<file path="config.mk">
export PLATFORM = sky130hd
export DESIGN_NAME = alu_issue_sched_flat
export DESIGN_NICKNAME = d
export VERILOG_FILES = /design/src/rtl/alu_issue_sched_if.sv /design/src/rtl/alu_issue_sched.sv /design/src/flat_wrapper.sv
export SDC_FILE = /design/constraint.sdc
export NUM_CORES = 1
export LEC_CHECK = 0
export ABC_AREA = 1
export BUFFER_PORTS_ARGS = -buffer_cell sky130_fd_sc_hd__buf_2
export CORE_ASPECT_RATIO = 2
export CORE_MARGIN = 2
export CORE_UTILIZATION = 48
export CTS_CLUSTER_SIZE = 14
export DETAILED_ROUTE_END_ITERATION = 6
export PLACE_DENSITY = 0.8
export REMOVE_ABC_BUFFERS = 1
export SYNTH_ARGS = -nofsm -noshare
export SYNTH_HDL_FRONTEND = slang
export SYNTH_SLANG_ARGS = --single-unit
</file>
<file path="constraint.sdc">
create_clock -name clk -period 2.2 [get_ports clk]
set_input_delay 0.44 -clock clk [delete_from_list [all_inputs] [get_ports clk]]
set_output_delay 0.44 -clock clk [all_outputs]
set_load 0.02 [all_outputs]
</file>
<file path="src/rtl/alu_issue_sched_if.sv">
// rtl/alu_issue_sched_if.sv - requester, ALU and result signals of the ALU issue scheduler
interface alu_issue_sched_if;
    logic       flush;

    logic       req0_valid;
    logic [4:0] req0_op;
    logic [7:0] req0_a;
    logic [7:0] req0_b;
    logic [7:0] req0_psw;
    logic       req0_ready;

    logic       req1_valid;
    logic [4:0] req1_op;
    logic [7:0] req1_a;
    logic [7:0] req1_b;
    logic [7:0] req1_psw;
    logic       req1_ready;

    logic       alu_en;
    logic [4:0] alu_op;
    logic [7:0] alu_a;
    logic [7:0] alu_b;
    logic [7:0] alu_psw;
    logic [7:0] alu_ans;
    logic [7:0] alu_psw_nxt;

    logic       done;
    logic       done_id;
    logic [7:0] ans;
    logic [7:0] psw_out;
    logic       busy;

    modport master (
        output flush,
        output req0_valid, req0_op, req0_a, req0_b, req0_psw,
        input  req0_ready,
        output req1_valid, req1_op, req1_a, req1_b, req1_psw,
        input  req1_ready,
        input  alu_en, alu_op, alu_a, alu_b, alu_psw,
        output alu_ans, alu_psw_nxt,
        input  done, done_id, ans, psw_out, busy
    );

    modport slave (
        input  flush,
        input  req0_valid, req0_op, req0_a, req0_b, req0_psw,
        output req0_ready,
        input  req1_valid, req1_op, req1_a, req1_b, req1_psw,
        output req1_ready,
        output alu_en, alu_op, alu_a, alu_b, alu_psw,
        input  alu_ans, alu_psw_nxt,
        output done, done_id, ans, psw_out, busy
    );
endinterface

</file>
<file path="src/rtl/alu_issue_sched.sv">
// rtl/alu_issue_sched.sv - round-robin issue of two requesters onto the shared 8051 ALU
module alu_issue_sched #(
    parameter logic [4:0] OP_MUL        = 5'b01100,
    parameter logic [4:0] OP_DIV        = 5'b01101,
    parameter int         MULDIV_CYCLES = 4
) (
    input  logic             clk,
    input  logic             rst,
    alu_issue_sched_if.slave bus
);
    localparam logic [1:0] ST_IDLE = 2'd0;
    localparam logic [1:0] ST_EXEC = 2'd1;
    localparam logic [1:0] ST_HOLD = 2'd2;
    localparam logic [1:0] ST_DONE = 2'd3;

    // EXEC already accounts for one ALU cycle, the final HOLD cycle for another
    localparam bit         MULTI_OK  = (MULDIV_CYCLES >= 2);
    localparam logic [3:0] HOLD_INIT = MULTI_OK ? 4'(MULDIV_CYCLES - 2) : 4'd0;

    logic [1:0] state;
    logic       last_grant;
    logic       owner;
    logic [4:0] op_q;
    logic [7:0] a_q;
    logic [7:0] b_q;
    logic [7:0] psw_q;
    logic [3:0] hold_cnt;
    logic [7:0] ans_q;
    logic [7:0] psw_out_q;

    logic       idle;
    logic       in_alu;
    logic       winner;
    logic       ready0;
    logic       ready1;
    logic       accept;
    logic       is_multi;
    logic [4:0] win_op;
    logic [7:0] win_a;
    logic [7:0] win_b;
    logic [7:0] win_psw;

    always_comb begin
        idle   = (state == ST_IDLE);
        in_alu = (state == ST_EXEC) || (state == ST_HOLD);

        if (bus.req0_valid && bus.req1_valid) begin
            winner = ~last_grant;
        end else if (bus.req1_valid) begin
            winner = 1'b1;
        end else if (bus.req0_valid) begin
            winner = 1'b0;
        end else begin
            winner = ~last_grant;
        end

        ready0 = idle && !bus.flush && !winner;
        ready1 = idle && !bus.flush && winner;
        accept = (ready0 && bus.req0_valid) || (ready1 && bus.req1_valid);

        win_op  = winner ? bus.req1_op  : bus.req0_op;
        win_a   = winner ? bus.req1_a   : bus.req0_a;
        win_b   = winner ? bus.req1_b   : bus.req0_b;
        win_psw = winner ? bus.req1_psw : bus.req0_psw;

        is_multi = MULTI_OK && ((op_q == OP_MUL) || (op_q == OP_DIV));
    end

    always_ff @(posedge clk) begin
        if (rst) begin
            state      <= ST_IDLE;
            last_grant <= 1'b1;
            owner      <= 1'b0;
            op_q       <= '0;
            a_q        <= '0;
            b_q        <= '0;
            psw_q      <= '0;
            hold_cnt   <= '0;
            ans_q      <= '0;
            psw_out_q  <= '0;
        end else begin
            case (state)
                ST_IDLE: begin
                    if (accept) begin
                        op_q       <= win_op;
                        a_q        <= win_a;
                        b_q        <= win_b;
                        psw_q      <= win_psw;
                        owner      <= winner;
                        last_grant <= winner;
                        state      <= ST_EXEC;
                    end
                end
                ST_EXEC: begin
                    if (bus.flush) begin
                        state <= ST_IDLE;
                    end else if (!is_multi) begin
                        ans_q     <= bus.alu_ans;
                        psw_out_q <= bus.alu_psw_nxt;
                        state     <= ST_DONE;
                    end else begin
                        hold_cnt <= HOLD_INIT;
                        state    <= ST_HOLD;
                    end
                end
                ST_HOLD: begin
                    if (bus.flush) begin
                        state <= ST_IDLE;
                    end else if (hold_cnt == 4'd0) begin
                        ans_q     <= bus.alu_ans;
                        psw_out_q <= bus.alu_psw_nxt;
                        state     <= ST_DONE;
                    end else begin
                        hold_cnt <= hold_cnt - 4'd1;
                    end
                end
                default: begin
                    state <= ST_IDLE;
                end
            endcase
        end
    end

    assign bus.req0_ready = ready0;
    assign bus.req1_ready = ready1;

    assign bus.alu_en  = in_alu;
    assign bus.alu_op  = in_alu ? op_q  : 5'd0;
    assign bus.alu_a   = in_alu ? a_q   : 8'd0;
    assign bus.alu_b   = in_alu ? b_q   : 8'd0;
    assign bus.alu_psw = in_alu ? psw_q : 8'd0;

    assign bus.done    = (state == ST_DONE);
    assign bus.done_id = (state == ST_DONE) && owner;
    assign bus.ans     = ans_q;
    assign bus.psw_out = psw_out_q;
    assign bus.busy    = !idle;
endmodule

</file>
<file path="src/flat_wrapper.sv">
// flat-port wrapper written by rule: the top's interface ports become plain ports
module alu_issue_sched_flat 
#(
    parameter logic [4:0] OP_MUL        = 5'b01100,
    parameter logic [4:0] OP_DIV        = 5'b01101,
    parameter int         MULDIV_CYCLES = 4
)
  (clk, rst, bus_flush, bus_req0_valid, bus_req0_op, bus_req0_a, bus_req0_b, bus_req0_psw, bus_req0_ready, bus_req1_valid, bus_req1_op, bus_req1_a, bus_req1_b, bus_req1_psw, bus_req1_ready, bus_alu_en, bus_alu_op, bus_alu_a, bus_alu_b, bus_alu_psw, bus_alu_ans, bus_alu_psw_nxt, bus_done, bus_done_id, bus_ans, bus_psw_out, bus_busy);
  alu_issue_sched_if bus_i ();
  input  logic clk;
  input  logic rst;
  input wire logic [$bits(bus_i.flush)-1:0] bus_flush;
  input wire logic [$bits(bus_i.req0_valid)-1:0] bus_req0_valid;
  input wire logic [$bits(bus_i.req0_op)-1:0] bus_req0_op;
  input wire logic [$bits(bus_i.req0_a)-1:0] bus_req0_a;
  input wire logic [$bits(bus_i.req0_b)-1:0] bus_req0_b;
  input wire logic [$bits(bus_i.req0_psw)-1:0] bus_req0_psw;
  output wire logic [$bits(bus_i.req0_ready)-1:0] bus_req0_ready;
  input wire logic [$bits(bus_i.req1_valid)-1:0] bus_req1_valid;
  input wire logic [$bits(bus_i.req1_op)-1:0] bus_req1_op;
  input wire logic [$bits(bus_i.req1_a)-1:0] bus_req1_a;
  input wire logic [$bits(bus_i.req1_b)-1:0] bus_req1_b;
  input wire logic [$bits(bus_i.req1_psw)-1:0] bus_req1_psw;
  output wire logic [$bits(bus_i.req1_ready)-1:0] bus_req1_ready;
  output wire logic [$bits(bus_i.alu_en)-1:0] bus_alu_en;
  output wire logic [$bits(bus_i.alu_op)-1:0] bus_alu_op;
  output wire logic [$bits(bus_i.alu_a)-1:0] bus_alu_a;
  output wire logic [$bits(bus_i.alu_b)-1:0] bus_alu_b;
  output wire logic [$bits(bus_i.alu_psw)-1:0] bus_alu_psw;
  input wire logic [$bits(bus_i.alu_ans)-1:0] bus_alu_ans;
  input wire logic [$bits(bus_i.alu_psw_nxt)-1:0] bus_alu_psw_nxt;
  output wire logic [$bits(bus_i.done)-1:0] bus_done;
  output wire logic [$bits(bus_i.done_id)-1:0] bus_done_id;
  output wire logic [$bits(bus_i.ans)-1:0] bus_ans;
  output wire logic [$bits(bus_i.psw_out)-1:0] bus_psw_out;
  output wire logic [$bits(bus_i.busy)-1:0] bus_busy;
  assign bus_i.flush = bus_flush;
  assign bus_i.req0_valid = bus_req0_valid;
  assign bus_i.req0_op = bus_req0_op;
  assign bus_i.req0_a = bus_req0_a;
  assign bus_i.req0_b = bus_req0_b;
  assign bus_i.req0_psw = bus_req0_psw;
  assign bus_req0_ready = bus_i.req0_ready;
  assign bus_i.req1_valid = bus_req1_valid;
  assign bus_i.req1_op = bus_req1_op;
  assign bus_i.req1_a = bus_req1_a;
  assign bus_i.req1_b = bus_req1_b;
  assign bus_i.req1_psw = bus_req1_psw;
  assign bus_req1_ready = bus_i.req1_ready;
  assign bus_alu_en = bus_i.alu_en;
  assign bus_alu_op = bus_i.alu_op;
  assign bus_alu_a = bus_i.alu_a;
  assign bus_alu_b = bus_i.alu_b;
  assign bus_alu_psw = bus_i.alu_psw;
  assign bus_i.alu_ans = bus_alu_ans;
  assign bus_i.alu_psw_nxt = bus_alu_psw_nxt;
  assign bus_done = bus_i.done;
  assign bus_done_id = bus_i.done_id;
  assign bus_ans = bus_i.ans;
  assign bus_psw_out = bus_i.psw_out;
  assign bus_busy = bus_i.busy;
  alu_issue_sched #(.OP_MUL(OP_MUL), .OP_DIV(OP_DIV), .MULDIV_CYCLES(MULDIV_CYCLES)) u_core (.clk(clk), .rst(rst), .bus(bus_i));
endmodule
</file>
# [Word level (Yosys, flattened, before mapping)]
# Index checks and enable logic that the tools add are counted.
[classes] addsub=1 multipliers=0 div_mod_pow=0 magnitude_cmp=0 n_eq_ne=13 shifts=0 mux=32 bitwise=1 n_reduce_logical=20
[op_table] op="$mux W8" n=14
[op_table] op="$pmux W8 S2" n=2
[op_table] op="$mux W4" n=4
[op_table] op="$ne A2 B2 Y1 const B" n=6
[op_table] op="$eq A5 B4 Y1 const B" n=2
[op_table] op="$mux W5" n=2
[op_table] op="$reduce_and A5 Y1" n=2
[op_table] op="$mux W2" n=4
[op_table] op="$pmux W4 S2" n=1
[op_table] op="$logic_and A1 B1 Y1" n=7
[op_table] op="$pmux W2 S3" n=1
[op_table] op="$eq A2 B2 Y1 const B" n=2
[op_table] op="$logic_not A4 Y1" n=1
[op_table] op="$mux W1" n=4
[op_table] op="$reduce_and A2 Y1" n=2
[op_table] op="$sub A4 B1 Y4 const B" n=1
[op_table] op="$logic_not A1 Y1" n=3
[op_table] op="$logic_or A1 B1 Y1" n=3
[op_table] op="$ne A3 B3 Y1 const B" n=1
[op_table] op="$eq A2 B1 Y1 const B" n=1
[op_table] op="$logic_not A2 Y1" n=1
[op_table] op="$ne A2 B1 Y1 const B" n=1
[op_table] op="$reduce_bool A2 Y1" n=1
[op_table] op="$not A1 Y1" n=1
[totals] register_bits=53 latchBits=0 ramBits=0 romBits=0 in_bits=79 output_inout_bits=51 word_cells=77 mem_count=0

# [Depth between registers and ports, before layout]
[logic_depth] word_depth=10 mapped_depth=10 ltp_nobuf=9

# [Worst setup path before layout]
# No wires, ideal clock.
[synth_timing] path_type="flip-flop to output port" start="register u_core.state[1]" end="output bus_alu_a[1]" arrival_ns=1.632 required_ns=1.760 slack_ns=0.128 path_stages_with_launch=7 n_path_buf=2 path_cell_list="dfxtp_1 -> inv_1 -> ha_1 -> clkbuf_1 -> buf_1 -> nand2_1 -> inv_1"
[synth_via] elab_chain_cells=3 word_cells_on_any_way=4 classes_between="2 x eq/ne; 1 x mux; 1 x reduce/logical"
[synth_lines] item="start, declared" line="alu_issue_sched.sv:20" rtl="logic [1:0] state;"
[synth_lines] item="start signal, assigned" line="alu_issue_sched.sv:71" rtl="state <= ST_IDLE;"
[synth_lines] item="start signal, assigned" line="alu_issue_sched.sv:91" rtl="state <= ST_EXEC;"
[synth_lines] item="start signal, assigned" line="alu_issue_sched.sv:96" rtl="state <= ST_IDLE;"
[synth_lines] item="$eq A2 B1 Y1 / $eq A2 B2 Y1 (equally long branches)" line="alu_issue_sched.sv:45" rtl="in_alu = (state == ST_EXEC) || (state == ST_HOLD);"
[synth_lines] item="$logic_or A1 B1 Y1 *" line="alu_issue_sched.sv:45"
[synth_lines] item="net bus_alu_en" line="flat_wrapper.sv:25" rtl="output wire logic [$bits(bus_i.alu_en)-1:0] bus_alu_en;"
[synth_lines] item="$mux W8 *" line="alu_issue_sched.sv:129" rtl="assign bus.alu_a = in_alu ? a_q : 8'd0;"
[synth_lines] item="end, declared" line="flat_wrapper.sv:27" rtl="output wire logic [$bits(bus_i.alu_a)-1:0] bus_alu_a;"
# The timed path passes the listed nets; every way through them passes the cells marked *.

# [Worst setup path in the final report]
[layout_timing] start="register u_core.state[1]" end="output bus_alu_b[2]"
[layout_via] elab_chain_cells=3 word_cells_on_any_way=4 classes_between="2 x eq/ne; 1 x mux; 1 x reduce/logical"
[layout_lines] item="$eq A2 B1 Y1 / $eq A2 B2 Y1 (equally long branches)" line="alu_issue_sched.sv:45"
[layout_lines] item="$logic_or A1 B1 Y1 *" line="alu_issue_sched.sv:45"
[layout_lines] item="$mux W8 *" line="alu_issue_sched.sv:130" rtl="assign bus.alu_b = in_alu ? b_q : 8'd0;"
[layout_lines] item="end, declared" line="flat_wrapper.sv:28" rtl="output wire logic [$bits(bus_i.alu_b)-1:0] bus_alu_b;"
# Every way passes the cells marked *; elsewhere a longest branch is shown, timed or not.

==> impl_metrics.tcl <==
set metrics [dict create \
    status "completed" \
    cp_max_fo 31 \
    coreArea_mm2 0.00621 \
    start_kind "flip-flop" \
    ys_ff_latch 53 \
    final_cell_area_mm2 0.00392 \
    rrSetupSlack_ns 0.44 \
    cts_hold_buf 0 \
    tightestPinTransition_ns 0.727 \
    synth_edf_count 0 \
    cts_tree "yes" \
    ios 130 \
    cts_max_path_buffers 2 \
    n_fill_cell 634 \
    clock_sinks 53 \
    setup.worst_path.class "flip-flop to output port" \
    dr.pass1.iters 4 \
    antenna_cells 0 \
    gp_congestion 0.770 \
    fmax_ghz 0.486 \
    maxSlewHeadroom 0.513 \
    areaGrowthSynthToFinish_pct 28.5 \
    crit_path_frequent_cell "inv_1" \
    grt_overflow 0 \
    grt_use_total 0.207 \
    cts-htree-levels 2 \
    drc_errors 0 \
    place_hpwl_um 4890 \
    nets 712 \
    slew_violations 0 \
    place.port_buffers 129 \
    r2r-end "u_core.hold_cnt[2]" \
    crit_path_start "u_core.state[1]" \
    clockRootBuffer "clkbuf_16" \
    cap_violations 0 \
    viasPerCell 4.66 \
    fin_crit_ns 2.06 \
    ir_worst_vdd_mv 0.649 \
    cts_inserted_buffers 5 \
    setup_tns_ns 0 \
    leakage_nw 2.44 \
    slowest_stage "dfxtp_1" \
    die_h_um 117 \
    postPlaceCellArea_mm2 0.00373 \
    avgSynthCellArea_um2 5.93 \
    grt_max_degree 59 \
    setup_viol 0 \
    hp-start "bus_req1_a[6]" \
    finalClockSkew_ns 0.00587 \
    drtIter0Drc 211 \
    slowest_delay_ns 0.39 \
    route.vias.total 3326 \
    grt_pass1_wl_um 11600 \
    hold_viol_final 0 \
    synth_ff_type "dfxtp_1" \
    layout-drive-gt1-share 0.240 \
    grt_antenna_before_repair 0 \
    yosysSeqAreaShare 0.348 \
    required_ns 1.76 \
    clk_pin_slew_ns 0.07 \
    cp-end-kind "output port" \
    start_util 0.491 \
    insertion_delay_ns 0.29 \
    power.density_mw_per_mm2 815 \
    fin_crit_sh 0.936 \
    chipWidth_um 60.3 \
    num_rows 41 \
    die_area_mm2 0.00704 \
    post_drt_wl_per_cell_um 9.83 \
    hold_path_end "u_core.a_q[6]" \
    synthDistinctLibCells 22 \
    rsz0062_at_grt "false" \
    hold_path_depth 5 \
    yosys_warnings 0 \
    synthCells 514 \
    ant_nets 0 \
    crit_chain "inv_1 > ha_1 > buf_6 > nand2_1 > inv_1 > buf_2" \
    hold_class "input port to flip-flop" \
    grt_pass1_vias 2796 \
    syn_area_mm2 0.00305 \
    async_flop_share 0 \
    final_util 0.631 \
    worst_hold_slack_ns 0.427 \
    arrival_ns 1.62 \
    worstRegToRegCells 9 \
    r2r-start "u_core.state[1]" \
    wl_um 7020 \
]
==> layout make-up <==
type,count,area (um2),share of cell area
multi-input cells,342,1520,0.389
flip-flops and latches,53,1060,0.271
repair buffers,136,714,0.182
inverters,89,334,0.0853
clock buffers,6,139,0.0355
well taps,86,108,0.0275
clock inverters,2,37.5,0.00958
==> layout by cell type (no fill, tap or decap), types with 2 or more instances in the layout <==
cell,instances
nor2_1,91
ha_1,6
buf_4,5
inv_1,86
nand2_1,128
nand4_1,2
a21oi_1,26
nand3_1,78
inv_2,2
o21ai_0,3
buf_2,129
o21ai_2,2
clkbuf_16,5
dfxtp_1,53
==> per-layer routing <==
layer / routed length, um / GRT usage
met5: 0 / 0
met4: 99 / 0.0726
met3: 385 / 0.0321
met2: 3410 / 0.355
met1: 3130 / 0.257
==> report_power, final <==
group	internal [mW]	switching, mW
Combinational	0.397	0.704
Clock	0.568	0.341
Sequential	1.11	0.0738
Total	2.07	1.12
==> stage by stage <==
stage	setup slack [ns]	power [mW]	cells
6_report	0.142	3.19	714
5_1_grt	0.0500	3.42	714
4_1_cts	0.0501	3.22	714
3_5_place_dp	0.167	2.30	706
3_3_place_gp	0.227	2.28	706
2_1_floorplan	-1.03	1.94	484
==> kinds of logic (layout without fill, tap and decap cells) <==
logic type / Yosys count / after routing / share of synthesized area
AOI/OAI and AO/OA: 34 / 34 / 0.0575
adders and majority gates: 6 / 6 / 0.0246
DFF: 53 / 53 / 0.348
buffers and inverters: 119 / 233 / 0.158
and+or+nand+nor: 301 / 301 / 0.408
xor gates and xnor gates: 1 / 1 / 0.00287
==> flip-flops by register name, summed over array words and instances (netlist names) <==
| signal | cells |
|---|---|
| u_core.a_q | 8 |
| u_core.state | 2 |
| u_core.hold_cnt | 4 |
| u_core.psw_q | 8 |
| u_core.last_grant | 1 |
| u_core.op_q | 5 |
| u_core.b_q | 8 |
| u_core.bus.psw_out | 8 |
| u_core.owner | 1 |
| u_core.bus.ans | 8 |
==> how the worst max path moves through the flow <==
stage                                        to  slack (ns)  cells past startpoint
final                              bus_alu_b[2]        0.14                      6
after global placement    u_core.bus.psw_out[2]        0.23                      7
after floorplan                  bus_req0_ready       -1.03                      4
after detailed placement      u_core.bus.ans[6]        0.17                      7
after global routing               bus_alu_b[2]        0.05                      6
after CTS                          bus_alu_b[2]        0.05                      6
==> cells in the mapped netlist, types with 2 or more instances <==
cell type	count	area [um2]
nand4_1	2	12.5
dfxtp_1	53	1060
buf_2	11	55.1
clkbuf_1	11	41.3
buf_1	4	15.0
inv_2	2	7.51
buf_4	2	15.0
nor2_1	91	342
buf_6	2	22.5
nand2_1	128	480
nand3_1	78	390
o21ai_0	3	15.0
ha_1	6	75.1
o21ai_1	3	15.0
a21oi_1	26	130
inv_1	86	323
==> worst max-delay path: cells and delay by family (launching register included) <==
kind | cells | cell delay (ns)
flip-flops | 1 | 0.39
adder cells (fa/ha/maj) | 1 | 0.29
AND/OR/NAND/NOR | 1 | 0.10
buffers and inverters | 4 | 0.54
==> repair_timing <==
| item | 4_1_cts | 5_1_grt |
|---|---|---|
| resized for setup | 0 | 2 |
| setup buffers | 0 | 0 |
| setup endpoints to repair | 0 | 16 |
Power figures use the tool's default switching activity.
